## src/rtl/cmp_flag_unit_pkg.sv

```systemverilog
// rtl/cmp_flag_unit_pkg.sv - shared types and sizing for the compare/flag unit
// CMP_SIGNED_FLAGS_EN adds sf/of to the flags struct.
package cmp_flag_unit_pkg;

  localparam int CMP_WIDTH  = 16;
  localparam int CMP_SLICE  = 4;
  localparam int NUM_SLICES = CMP_WIDTH / CMP_SLICE;

  typedef enum logic [1:0] {
    IDLE = 2'd0,
    CALC = 2'd1,
    DONE = 2'd2
  } cmp_state_e;

  typedef struct packed {
    logic zf;
    logic cf;
`ifdef CMP_SIGNED_FLAGS_EN
    logic sf;
    logic of;
`endif
  } cmp_flags_t;

endpackage

```

## src/rtl/cmp_slice_sub.sv

```systemverilog
// rtl/cmp_slice_sub.sv - combinational SLICE-bit subtract with borrow
module cmp_slice_sub #(
  parameter int SLICE = 4
) (
  input  logic [SLICE-1:0] a,
  input  logic [SLICE-1:0] b,
  input  logic             borrow_in,
  output logic [SLICE-1:0] diff,
  output logic             borrow_out,
  output logic             is_zero
);

  logic [SLICE:0] res;

  // One extra bit so the borrow falls out as the top bit of the difference.
  always_comb begin
    res        = {1'b0, a} - {1'b0, b} - {{SLICE{1'b0}}, borrow_in};
    diff       = res[SLICE-1:0];
    borrow_out = res[SLICE];
    is_zero    = (res[SLICE-1:0] == '0);
  end

endmodule

```

## src/rtl/cmp_flag_unit.sv

```systemverilog
// rtl/cmp_flag_unit.sv - multi-cycle A-B compare producing registered zf/cf flags
// Define CMP_SIGNED_FLAGS_EN to add registered sf/of outputs.
module cmp_flag_unit
  import cmp_flag_unit_pkg::*;
#(
  parameter int WIDTH = CMP_WIDTH,
  parameter int SLICE = CMP_SLICE
) (
  input  logic             clk,
  input  logic             rst_n,
  input  logic             cmp_start,
  input  logic [WIDTH-1:0] op_a,
  input  logic [WIDTH-1:0] op_b,
  input  logic             flags_clr,
  output logic             busy,
  output logic             cmp_done,
  output logic             zf,
  output logic             cf,
`ifdef CMP_SIGNED_FLAGS_EN
  output logic             sf,
  output logic             of,
`endif
  output logic             flags_valid
);

  localparam int N     = WIDTH / SLICE;
  localparam int IDX_W = (N > 1) ? $clog2(N) : 1;

  cmp_state_e       state, state_nxt;
  logic [WIDTH-1:0] a_sh, b_sh;
  logic [IDX_W-1:0] idx;
  logic             borrow;
  logic             zacc;
  logic             last_slice;
  logic             load_flags;
  cmp_flags_t       flags_q, flags_new;
  logic             valid_q;
  logic             done_q;

  logic [SLICE-1:0] slice_diff;
  logic             slice_borrow;
  logic             slice_zero;

`ifdef CMP_SIGNED_FLAGS_EN
  logic             a_msb;
`endif

  cmp_slice_sub #(.SLICE(SLICE)) u_slice (
    .a          (a_sh[int'(idx)*SLICE +: SLICE]),
    .b          (b_sh[int'(idx)*SLICE +: SLICE]),
    .borrow_in  (borrow),
    .diff       (slice_diff),
    .borrow_out (slice_borrow),
    .is_zero    (slice_zero)
  );

  assign last_slice = (idx == IDX_W'(N - 1));

  always_ff @(posedge clk or negedge rst_n) begin
    if (!rst_n) state <= IDLE;
    else        state <= state_nxt;
  end

  always_comb begin
    state_nxt  = state;
    load_flags = 1'b0;
    case (state)
      IDLE: if (cmp_start) state_nxt = CALC;
      CALC: if (last_slice) state_nxt = DONE;
      DONE: begin
        load_flags = 1'b1;
        state_nxt  = IDLE;
      end
      default: state_nxt = IDLE;
    endcase
  end

  // By DONE, a_sh holds the full difference: each A slice is overwritten once consumed.
  always_comb begin
    flags_new    = '0;
    flags_new.zf = zacc;
    flags_new.cf = borrow;
`ifdef CMP_SIGNED_FLAGS_EN
    flags_new.sf = a_sh[WIDTH-1];
    flags_new.of = (a_msb ^ b_sh[WIDTH-1]) & (a_sh[WIDTH-1] ^ a_msb);
`endif
  end

  always_ff @(posedge clk or negedge rst_n) begin
    if (!rst_n) begin
      a_sh   <= '0;
      b_sh   <= '0;
      idx    <= '0;
      borrow <= 1'b0;
      zacc   <= 1'b1;
`ifdef CMP_SIGNED_FLAGS_EN
      a_msb  <= 1'b0;
`endif
    end else begin
      case (state)
        IDLE: if (cmp_start) begin
          a_sh   <= op_a;
          b_sh   <= op_b;
          idx    <= '0;
          borrow <= 1'b0;
          zacc   <= 1'b1;
`ifdef CMP_SIGNED_FLAGS_EN
          a_msb  <= op_a[WIDTH-1];
`endif
        end
        CALC: begin
          a_sh[int'(idx)*SLICE +: SLICE] <= slice_diff;
          borrow <= slice_borrow;
          zacc   <= zacc & slice_zero;
          idx    <= idx + 1'b1;
        end
        default: ;
      endcase
    end
  end

  // Clear has priority over a same-cycle load; cmp_done still pulses.
  always_ff @(posedge clk or negedge rst_n) begin
    if (!rst_n) begin
      flags_q <= '0;
      valid_q <= 1'b0;
      done_q  <= 1'b0;
    end else begin
      done_q <= load_flags;
      if (flags_clr) begin
        flags_q <= '0;
        valid_q <= 1'b0;
      end else if (load_flags) begin
        flags_q <= flags_new;
        valid_q <= 1'b1;
      end
    end
  end

  assign busy        = (state != IDLE);
  assign cmp_done    = done_q;
  assign zf          = flags_q.zf;
  assign cf          = flags_q.cf;
  assign flags_valid = valid_q;
`ifdef CMP_SIGNED_FLAGS_EN
  assign sf          = flags_q.sf;
  assign of          = flags_q.of;
`endif

endmodule

```

## config.mk

```make
export PLATFORM = sky130hd
export DESIGN_NAME = cmp_flag_unit
export DESIGN_NICKNAME = d
export VERILOG_FILES = /design/src/rtl/cmp_flag_unit_pkg.sv /design/src/rtl/cmp_slice_sub.sv /design/src/rtl/cmp_flag_unit.sv
export SDC_FILE = /design/constraint.sdc
export NUM_CORES = 1
export LEC_CHECK = 0
export CORE_MARGIN = 5
export CORE_UTILIZATION = 45
export DETAILED_ROUTE_END_ITERATION = 7
export GPL_ROUTABILITY_DRIVEN = 0
export PLACE_DENSITY = 0.79
export SYNTH_ARGS = -nofsm -noshare
export SYNTH_HDL_FRONTEND = slang
export SYNTH_HIERARCHICAL = 1
export SYNTH_SLANG_ARGS = --single-unit
```

## constraint.sdc

```tcl
create_clock -name clk -period 5 [get_ports clk]
set_clock_uncertainty 0.15 [all_clocks]
set_input_delay 1 -clock clk [delete_from_list [all_inputs] [get_ports clk]]
set_output_delay 1 -clock clk [all_outputs]
set_load 0.1 [all_outputs]
```

==> impl_table.tex, run 1 <==
\begin{tabular}{lr}
\hline
Metric & Value \\
\hline
\multicolumn{2}{l}{\textbf{Outcome}} \\
\quad Outcome & completed \\
\multicolumn{2}{l}{\textbf{GRT}} \\
\quad Via count of the first global-routing pass & 1805 \\
\quad Largest net degree at the start of global routing & 43 \\
\quad Initial antenna violation count & 0 \\
\quad Global routing usage summed across all routing layers & 0.160 \\
\quad GR Overflow Total & 0 \\
\quad Wire length of the first global-routing pass & 9030 um \\
\multicolumn{2}{l}{\textbf{Critical path}} \\
\quad Path length in cells of the critical path & 10 \\
\quad Data required time of the critical path & 5.03 ns \\
\quad Cells along the critical path & mux4\_2, fa\_1, inv\_1, ha\_1, o21a\_1, or3\_1, and2\_2, and3\_1, a22o\_1, mux2\_2 \\
\quad Top Family by Delay on Critical Path & multiplexers \\
\quad Kind of start point of the critical path & register \\
\quad Type of element capturing the critical path & register \\
\quad Worst setup path category & reg -> reg \\
\quad Crit-path slowest cell & sky130\_fd\_sc\_hd\_\_dfrtp\_1 \\
\quad CP max FO & 19 \\
\quad Crit path buf inv count & 1 \\
\quad Stage delay of the slowest cell on the critical path & 0.87 ns \\
\quad FF-to-FF path depth & 10 \\
\quad Arrival @ worst endpoint & 3.96 ns \\
\multicolumn{2}{l}{\textbf{Routing}} \\
\quad Vias per cell & 5.55 \\
\quad Remaining design rule violation count & 0 \\
\quad Total vias in the final route & 1704 \\
\quad ANT nets after route & 0 \\
\quad Starting DRT DRC Count & 145 \\
\quad Initial DRT Pass Iterations & 4 \\
\quad DRT Wirelength & 5390 um \\
\quad Routed len/inst & 17.6 um \\
\multicolumn{2}{l}{\textbf{Cells and area}} \\
\quad Filler instances & 485 \\
\quad Number of antenna cells inserted & 0 \\
\quad Synth-to-Final Area Change & 20.9\% \\
\quad Share of cells above drive strength 1 & 0.217 \\
\quad Nets & 283 \\
\multicolumn{2}{l}{\textbf{Yosys}} \\
\quad Post-synth net total & 246 \\
\quad Yosys top cell area share & 0.415 \\
\quad FF+latch count, synth & 42 \\
\quad Share of synthesized registers carrying an async set or reset & 1.00 \\
\quad Number of synthesized flops with an enable pin & 0 \\
\quad Yosys warning total & 6 \\
\quad Most used flip-flop cell after synthesis & sky130\_fd\_sc\_hd\_\_dfrtp\_1 \\
\quad Share of synthesized area occupied by flip-flops and latches & 0.426 \\
\quad Post-synthesis instance total & 197 \\
\quad Cells taking the most area after synthesis & sky130\_fd\_sc\_hd\_\_dfrtp\_1, sky130\_fd\_sc\_hd\_\_mux2\_2, sky130\_fd\_sc\_hd\_\_mux4\_2, sky130\_fd\_sc\_hd\_\_mux2\_4, sky130\_fd\_sc\_hd\_\_ha\_1 \\
\quad Post-synth top area cell & sky130\_fd\_sc\_hd\_\_dfrtp\_1 \\
\quad Synthesized area per cell & 12.6 um\^{}2 \\
\quad Post-synthesis cell type count & 39 \\
\quad Summed instance area of the synthesized netlist & 2470 um\^{}2 \\
\multicolumn{2}{l}{\textbf{STA}} \\
\quad Max Freq & 0.255 GHz \\
\quad Slew at the pin closest to its max-slew limit & 0.966 ns \\
\quad Final setup violation count & 0 \\
\quad Unrepaired setup endpoints after global routing & no \\
\quad Final critical-path share of the clock period & 0.785 \\
\quad Number of max-slew violations in the final report & 0 \\
\quad Shortest clock period the worst path allows after layout & 3.93 ns \\
\quad Normalized max-slew margin & 0.354 \\
\quad Sum Neg Setup Slack & 0 ns \\
\quad Fin. Hold Viols & 0 \\
\multicolumn{2}{l}{\textbf{Flow run}} \\
\quad Max-capacitance violation count & 0 \\
\multicolumn{2}{l}{\textbf{Clock network}} \\
\quad Number of cells upsized or downsized after cts & 0 \\
\quad Worst-skew pair later-pin latency & 0.30 ns \\
\quad Depth of the CTS H-tree & 2 \\
\quad Clock tree root driver cell & sky130\_fd\_sc\_hd\_\_clkbuf\_8 \\
\quad CTS Hold Bufs & 0 \\
\quad Sinks on the clock net & 42 \\
\quad Setup fix buffers added after clock tree synthesis & 0 \\
\quad Worst-case clock buffer depth & 2 \\
\quad Number of buffers inserted during clock tree synthesis & 5 \\
\quad Clock transition at the register clock pins on the worst setup and hold paths after CTS & 0.08 ns \\
\quad Clock tree from TritonCTS & yes \\
\multicolumn{2}{l}{\textbf{Hold path}} \\
\quad Kind of path behind the tightest hold check & reg -> reg \\
\quad Number of stages on the worst hold path & 2 \\
\multicolumn{2}{l}{\textbf{Floorplanning}} \\
\quad Placeable Area & 5440 um\^{}2 \\
\quad Floorplan row count & 27 \\
\quad \# IOs & 41 \\
\quad Horizontal die dimension & 84.1 um \\
\quad Initial Util & 0.455 \\
\quad Die Footprint & 7080 um\^{}2 \\
\quad Die height & 84.1 um \\
\multicolumn{2}{l}{\textbf{Place}} \\
\quad Input/output buffers & 40 \\
\quad Placed wire-length estimate after detailed placement & 4020 um \\
\hline
\end{tabular}
worst paths after layout:
path,slack [ns],start,end
max,1.07,idx[0],a_sh[7]
min,0.35,flags_valid,flags_valid
max reg2reg,1.07,idx[0],a_sh[7]
min reg2reg,0.35,flags_valid,flags_valid
max in group asynchronous,3.45,rst_n,a_sh[4]
min in group asynchronous,0.68,rst_n,b_sh[13]
synth_stat cells (3+ instances only):
master	instances
sky130_fd_sc_hd__mux2_2	17
sky130_fd_sc_hd__nor2b_1	8
sky130_fd_sc_hd__mux2i_1	4
sky130_fd_sc_hd__a32o_1	4
sky130_fd_sc_hd__a22o_1	5
sky130_fd_sc_hd__mux2_4	10
sky130_fd_sc_hd__and3_1	3
sky130_fd_sc_hd__a41o_1	4
sky130_fd_sc_hd__nand2_1	6
sky130_fd_sc_hd__dfrtp_1	41
sky130_fd_sc_hd__nor2_1	9
sky130_fd_sc_hd__inv_1	14
sky130_fd_sc_hd__a211oi_1	5
sky130_fd_sc_hd__nand4_1	5
sky130_fd_sc_hd__buf_6	3
sky130_fd_sc_hd__ha_1	11
sky130_fd_sc_hd__o21ai_0	3
sky130_fd_sc_hd__a2bb2oi_1	5
sky130_fd_sc_hd__mux4_2	8
sky130_fd_sc_hd__a21oi_1	5
flip-flops by register name, indices dropped and copies added (netlist names):
name and flops:
a_sh 16, b_sh 16, borrow 1, cf 1, cmp_done 1, flags_valid 1, idx 2, state 2
zacc 1, zf 1
cell usage in the layout, fill, tap and decap left out, types with 4 or more instances in the layout:
| master | instances |
|---|---|
| sky130_fd_sc_hd__a211oi_1 | 5 |
| sky130_fd_sc_hd__a21oi_1 | 5 |
| sky130_fd_sc_hd__a22o_1 | 5 |
| sky130_fd_sc_hd__a2bb2oi_1 | 5 |
| sky130_fd_sc_hd__a32o_1 | 4 |
| sky130_fd_sc_hd__a41o_1 | 4 |
| sky130_fd_sc_hd__clkbuf_8 | 6 |
| sky130_fd_sc_hd__clkdlybuf4s50_1 | 39 |
| sky130_fd_sc_hd__dfrtp_1 | 41 |
| sky130_fd_sc_hd__ha_1 | 11 |
| sky130_fd_sc_hd__inv_1 | 14 |
| sky130_fd_sc_hd__mux2_2 | 17 |
| sky130_fd_sc_hd__mux2_4 | 10 |
| sky130_fd_sc_hd__mux2i_1 | 4 |
| sky130_fd_sc_hd__mux4_2 | 8 |
| sky130_fd_sc_hd__nand2_1 | 6 |
| sky130_fd_sc_hd__nand4_1 | 5 |
| sky130_fd_sc_hd__nor2_1 | 9 |
| sky130_fd_sc_hd__nor2b_1 | 8 |
per-stage QoR:
| stage | hold slack [ns] | area [um^2] | setup slack (ns) | cells | util |
|---|---|---|---|---|---|
| finish | 0.350 | 2990 | 1.07 | 307 | 0.549 |
| global route | 0.378 | 2990 | 0.876 | 307 | 0.549 |
| CTS | 0.358 | 2990 | 1.05 | 307 | 0.549 |
| detailed placement | 0.339 | 2870 | 1.09 | 299 | 0.528 |
| global placement | 0.334 | 2870 | 1.17 | 299 | 0.528 |
| floorplan | 0.325 | 2470 | 1.40 | 197 | - |
cell families after synthesis:
group,count (synthesis),synth area share
flip-flops,42,0.426
AND/OR/NAND/NOR,40,0.0962
multiplexers,39,0.227
AO/OA/AOI/OAI,34,0.109
buffers and inverters,26,0.0592
adder cells (fa/ha/maj),13,0.0719
XOR/XNOR,3,0.0106
final cells by class:
| class | instances | area (um^2) | share of cell area |
|---|---|---|---|
| Clock buffer | 7 | 86.3 | 0.0289 |
| Clock inverter | 1 | 30.0 | 0.0101 |
| Inverter | 16 | 60.1 | 0.0201 |
| Multi-Input combinational cell | 129 | 1270 | 0.426 |
| Sequential cell | 42 | 1050 | 0.352 |
| Tap cell | 72 | 90.1 | 0.0302 |
| Timing Repair Buffer | 40 | 395 | 0.132 |
per-layer routing:
metal	track usage	share of wire	vias up
met5	0	0	-
met4	0.0716	0.024	0
met3	0.0237	0.047	9
met2	0.260	0.50	54
met1	0.212	0.43	838
li1	-	-	803
worst reg2reg max path: cells and delay by family (launching register included):
family	cells	cell delay [ns]
AOI/OAI and AO/OA	2	0.37
muxes	2	0.88
buffers and inverters	1	0.05
adders and majority gates	2	0.75
and+or+nand+nor	3	0.73
DFF	1	0.87
Power of run 1 is left out: the tool's default activity adds up to more than one toggle a clock period on the data nets, which glitch-free logic cannot reach.
==> run 2, diff against run 1 <==
Clock period 5 ns to 3.7 ns, I/O delays scaled along.
==> impl_table.tex, run 2 (synthesis results as in run 1) <==
\begin{tabular}{lr}
\hline
Metric & Value \\
\hline
\multicolumn{2}{l}{\textbf{STA}} \\
\quad Final setup violation count & 0 (unchanged) \\
\quad Post-route setup slack & 0.329 ns (-0.744 ns) \\
\quad Max Freq & 0.297 GHz (+16\%) \\
\quad Unrepaired setup endpoints after global routing & no \\
\quad Slew at the pin closest to its max-slew limit & 0.969 ns (+0.00285 ns) \\
\quad Number of max-slew violations in the final report & 0 (unchanged) \\
\quad Shortest clock period the worst path allows after layout & 3.37 ns (-0.556 ns) \\
\quad Normalized max-slew margin & 0.352 (-0.00191) \\
\quad Sum Neg Setup Slack & 0 ns (unchanged) \\
\quad Final critical-path share of the clock period & 0.911 (+0.126) \\
\quad Fin. Hold Viols & 0 (unchanged) \\
\multicolumn{2}{l}{\textbf{GRT}} \\
\quad Global routing usage summed across all routing layers & 0.163 (+0.00266) \\
\quad Wire length of the first global-routing pass & 9130 um (+1.1\%) \\
\quad Largest net degree at the start of global routing & 43 (unchanged) \\
\quad Initial antenna violation count & 0 (unchanged) \\
\quad Via count of the first global-routing pass & 1797 (-0.44\%) \\
\quad GR Overflow Total & 0 (unchanged) \\
\multicolumn{2}{l}{\textbf{Routing}} \\
\quad ANT nets after route & 0 (unchanged) \\
\quad Vias per cell & 5.60 (+0.83\%) \\
\quad Total vias in the final route & 1735 (+1.8\%) \\
\quad DRT Wirelength & 5550 um (+2.8\%) \\
\quad Remaining design rule violation count & 0 (unchanged) \\
\quad Starting DRT DRC Count & 202 (+39\%) \\
\quad Routed len/inst & 17.9 um (+1.8\%) \\
\quad Initial DRT Pass Iterations & 4 (unchanged) \\
\multicolumn{2}{l}{\textbf{Cells and area}} \\
\quad Regs by FF count & a\_sh: 16 flops, b\_sh: 16 flops \\
\quad Most common cell after layout, fill and taps aside & sky130\_fd\_sc\_hd\_\_dfrtp\_1 \\
\quad Filler instances & 452 (-6.8\%) \\
\quad Share of cells above drive strength 1 & 0.235 (+0.0183) \\
\quad Commonest cells after routing, fill and taps aside & sky130\_fd\_sc\_hd\_\_dfrtp\_1, sky130\_fd\_sc\_hd\_\_clkdlybuf4s50\_1, sky130\_fd\_sc\_hd\_\_mux2\_2, sky130\_fd\_sc\_hd\_\_inv\_1, sky130\_fd\_sc\_hd\_\_ha\_1 \\
\quad Number of antenna cells inserted & 0 (unchanged) \\
\quad Non-Filler Instances & 310 (+0.98\%) \\
\quad Synth-to-Final Area Change & 21.4\% \\
\quad Nets & 286 (+1.1\%) \\
\multicolumn{2}{l}{\textbf{Critical path}} \\
\quad Kind of start point of the critical path & register \\
\quad Worst flop-to-flop path startpoint & idx[0] \\
\quad R2R Path End & a\_sh[7] \\
\quad Arrival @ worst endpoint & 3.41 ns (-0.55 ns) \\
\quad CP max FO & 4 (-15) \\
\quad FF-to-FF path depth & 11 (+1) \\
\quad Worst setup path category & reg -> reg \\
\quad Register-to-Register Setup Slack & 0.33 ns (-0.74 ns) \\
\quad Data required time of the critical path & 3.74 ns (-1.29 ns) \\
\quad Type of element capturing the critical path & register \\
\multicolumn{2}{l}{\textbf{Hold path}} \\
\quad Number of stages on the worst hold path & 2 (unchanged) \\
\quad Kind of path behind the tightest hold check & reg -> reg \\
\quad Hold EP & flags\_valid \\
\quad Hold Crit Start & flags\_valid \\
\multicolumn{2}{l}{\textbf{Floorplanning}} \\
\quad \# IOs & 41 (unchanged) \\
\quad Horizontal die dimension & 84.1 um (unchanged) \\
\quad Initial Util & 0.455 (unchanged) \\
\quad Floorplan row count & 27 (unchanged) \\
\quad Placeable Area & 5440 um\^{}2 (unchanged) \\
\quad Die Footprint & 7080 um\^{}2 (unchanged) \\
\quad Die height & 84.1 um (unchanged) \\
\multicolumn{2}{l}{\textbf{Outcome}} \\
\quad Outcome & completed \\
\multicolumn{2}{l}{\textbf{Clock network}} \\
\quad Clock tree from TritonCTS & yes \\
\quad CTS Hold Bufs & 0 (unchanged) \\
\quad Number of buffers inserted during clock tree synthesis & 5 (unchanged) \\
\quad Depth of the CTS H-tree & 2 (unchanged) \\
\quad Number of cells upsized or downsized after cts & 0 (unchanged) \\
\quad Setup fix buffers added after clock tree synthesis & 0 (unchanged) \\
\quad Clock transition at the register clock pins on the worst setup and hold paths after CTS & 0.08 ns (about the same) \\
\quad Worst-skew pair later-pin latency & 0.30 ns (about the same) \\
\quad Sinks on the clock net & 42 (unchanged) \\
\quad Clock tree root driver cell & sky130\_fd\_sc\_hd\_\_clkbuf\_8 \\
\quad Worst-case clock buffer depth & 2 (unchanged) \\
\multicolumn{2}{l}{\textbf{Place}} \\
\quad Placed wire-length estimate after detailed placement & 4130 um (+2.7\%) \\
\quad Pre-CTS worst setup slack & 0.329 ns (-0.756 ns) \\
\quad Placed insts & 302 (+1.0\%) \\
\quad Input/output buffers & 40 (unchanged) \\
\multicolumn{2}{l}{\textbf{Flow run}} \\
\quad Max-capacitance violation count & 0 (unchanged) \\
\hline
\end{tabular}
-- run 2: worst max path at each step --
stage / start / end / slack (ns) / cells past startpoint
4_1_cts: idx[0] / a_sh[7] / 0.33 / 11
2_1_floorplan: idx[0] / a_sh[7] / 0.10 / 12
5_1_grt: idx[0] / a_sh[7] / 0.21 / 11
3_5_place_dp: idx[0] / a_sh[7] / 0.33 / 11
6_report: idx[0] / a_sh[7] / 0.33 / 11
3_3_place_gp: idx[0] / a_sh[7] / 0.39 / 11
-- run 2: cell type report --
cell class / count / area, um^2 / share of cell area
clock inverter: 3 / 40.0 / 0.0133
multi-input combinational: 129 / 1270 / 0.425
clock buffer: 5 / 68.8 / 0.0229
tap: 72 / 90.1 / 0.0300
inverter: 16 / 60.1 / 0.0200
sequential: 42 / 1050 / 0.351
timing repair buffer: 43 / 415 / 0.138
-- run 2: per-layer routing --
metal  GRT usage  wire (um)  vias to the layer above
met5           0          0                        -
met4      0.0482         88                        0
met3      0.0257        346                       11
met2       0.265       2740                       65
met1       0.225       2370                      858
li1            -          -                      801
-- run 2: critical path, cell delays in order, from the launching register on --
cell and delay (ns):
sky130_fd_sc_hd__dfrtp_1 0.38, sky130_fd_sc_hd__buf_4 0.17, sky130_fd_sc_hd__mux4_2 0.49, sky130_fd_sc_hd__inv_1 0.09, sky130_fd_sc_hd__fa_1 0.44, sky130_fd_sc_hd__ha_1 0.19, sky130_fd_sc_hd__o21a_1 0.17, sky130_fd_sc_hd__or3_1 0.32
sky130_fd_sc_hd__and2_2 0.25, sky130_fd_sc_hd__and3_1 0.17, sky130_fd_sc_hd__a22o_1 0.19, sky130_fd_sc_hd__mux2_2 0.25
-- run 2: metrics by stage --
stage	utilization	cell area [um^2]	hold slack, ns
finish	0.552	3000	0.360
global route	0.552	3000	0.384
CTS	0.552	3000	0.370
detailed placement	0.532	2890	0.350
global placement	0.532	2890	0.334
floorplan	-	2470	0.294
Power of run 2 is left out for the same reason.
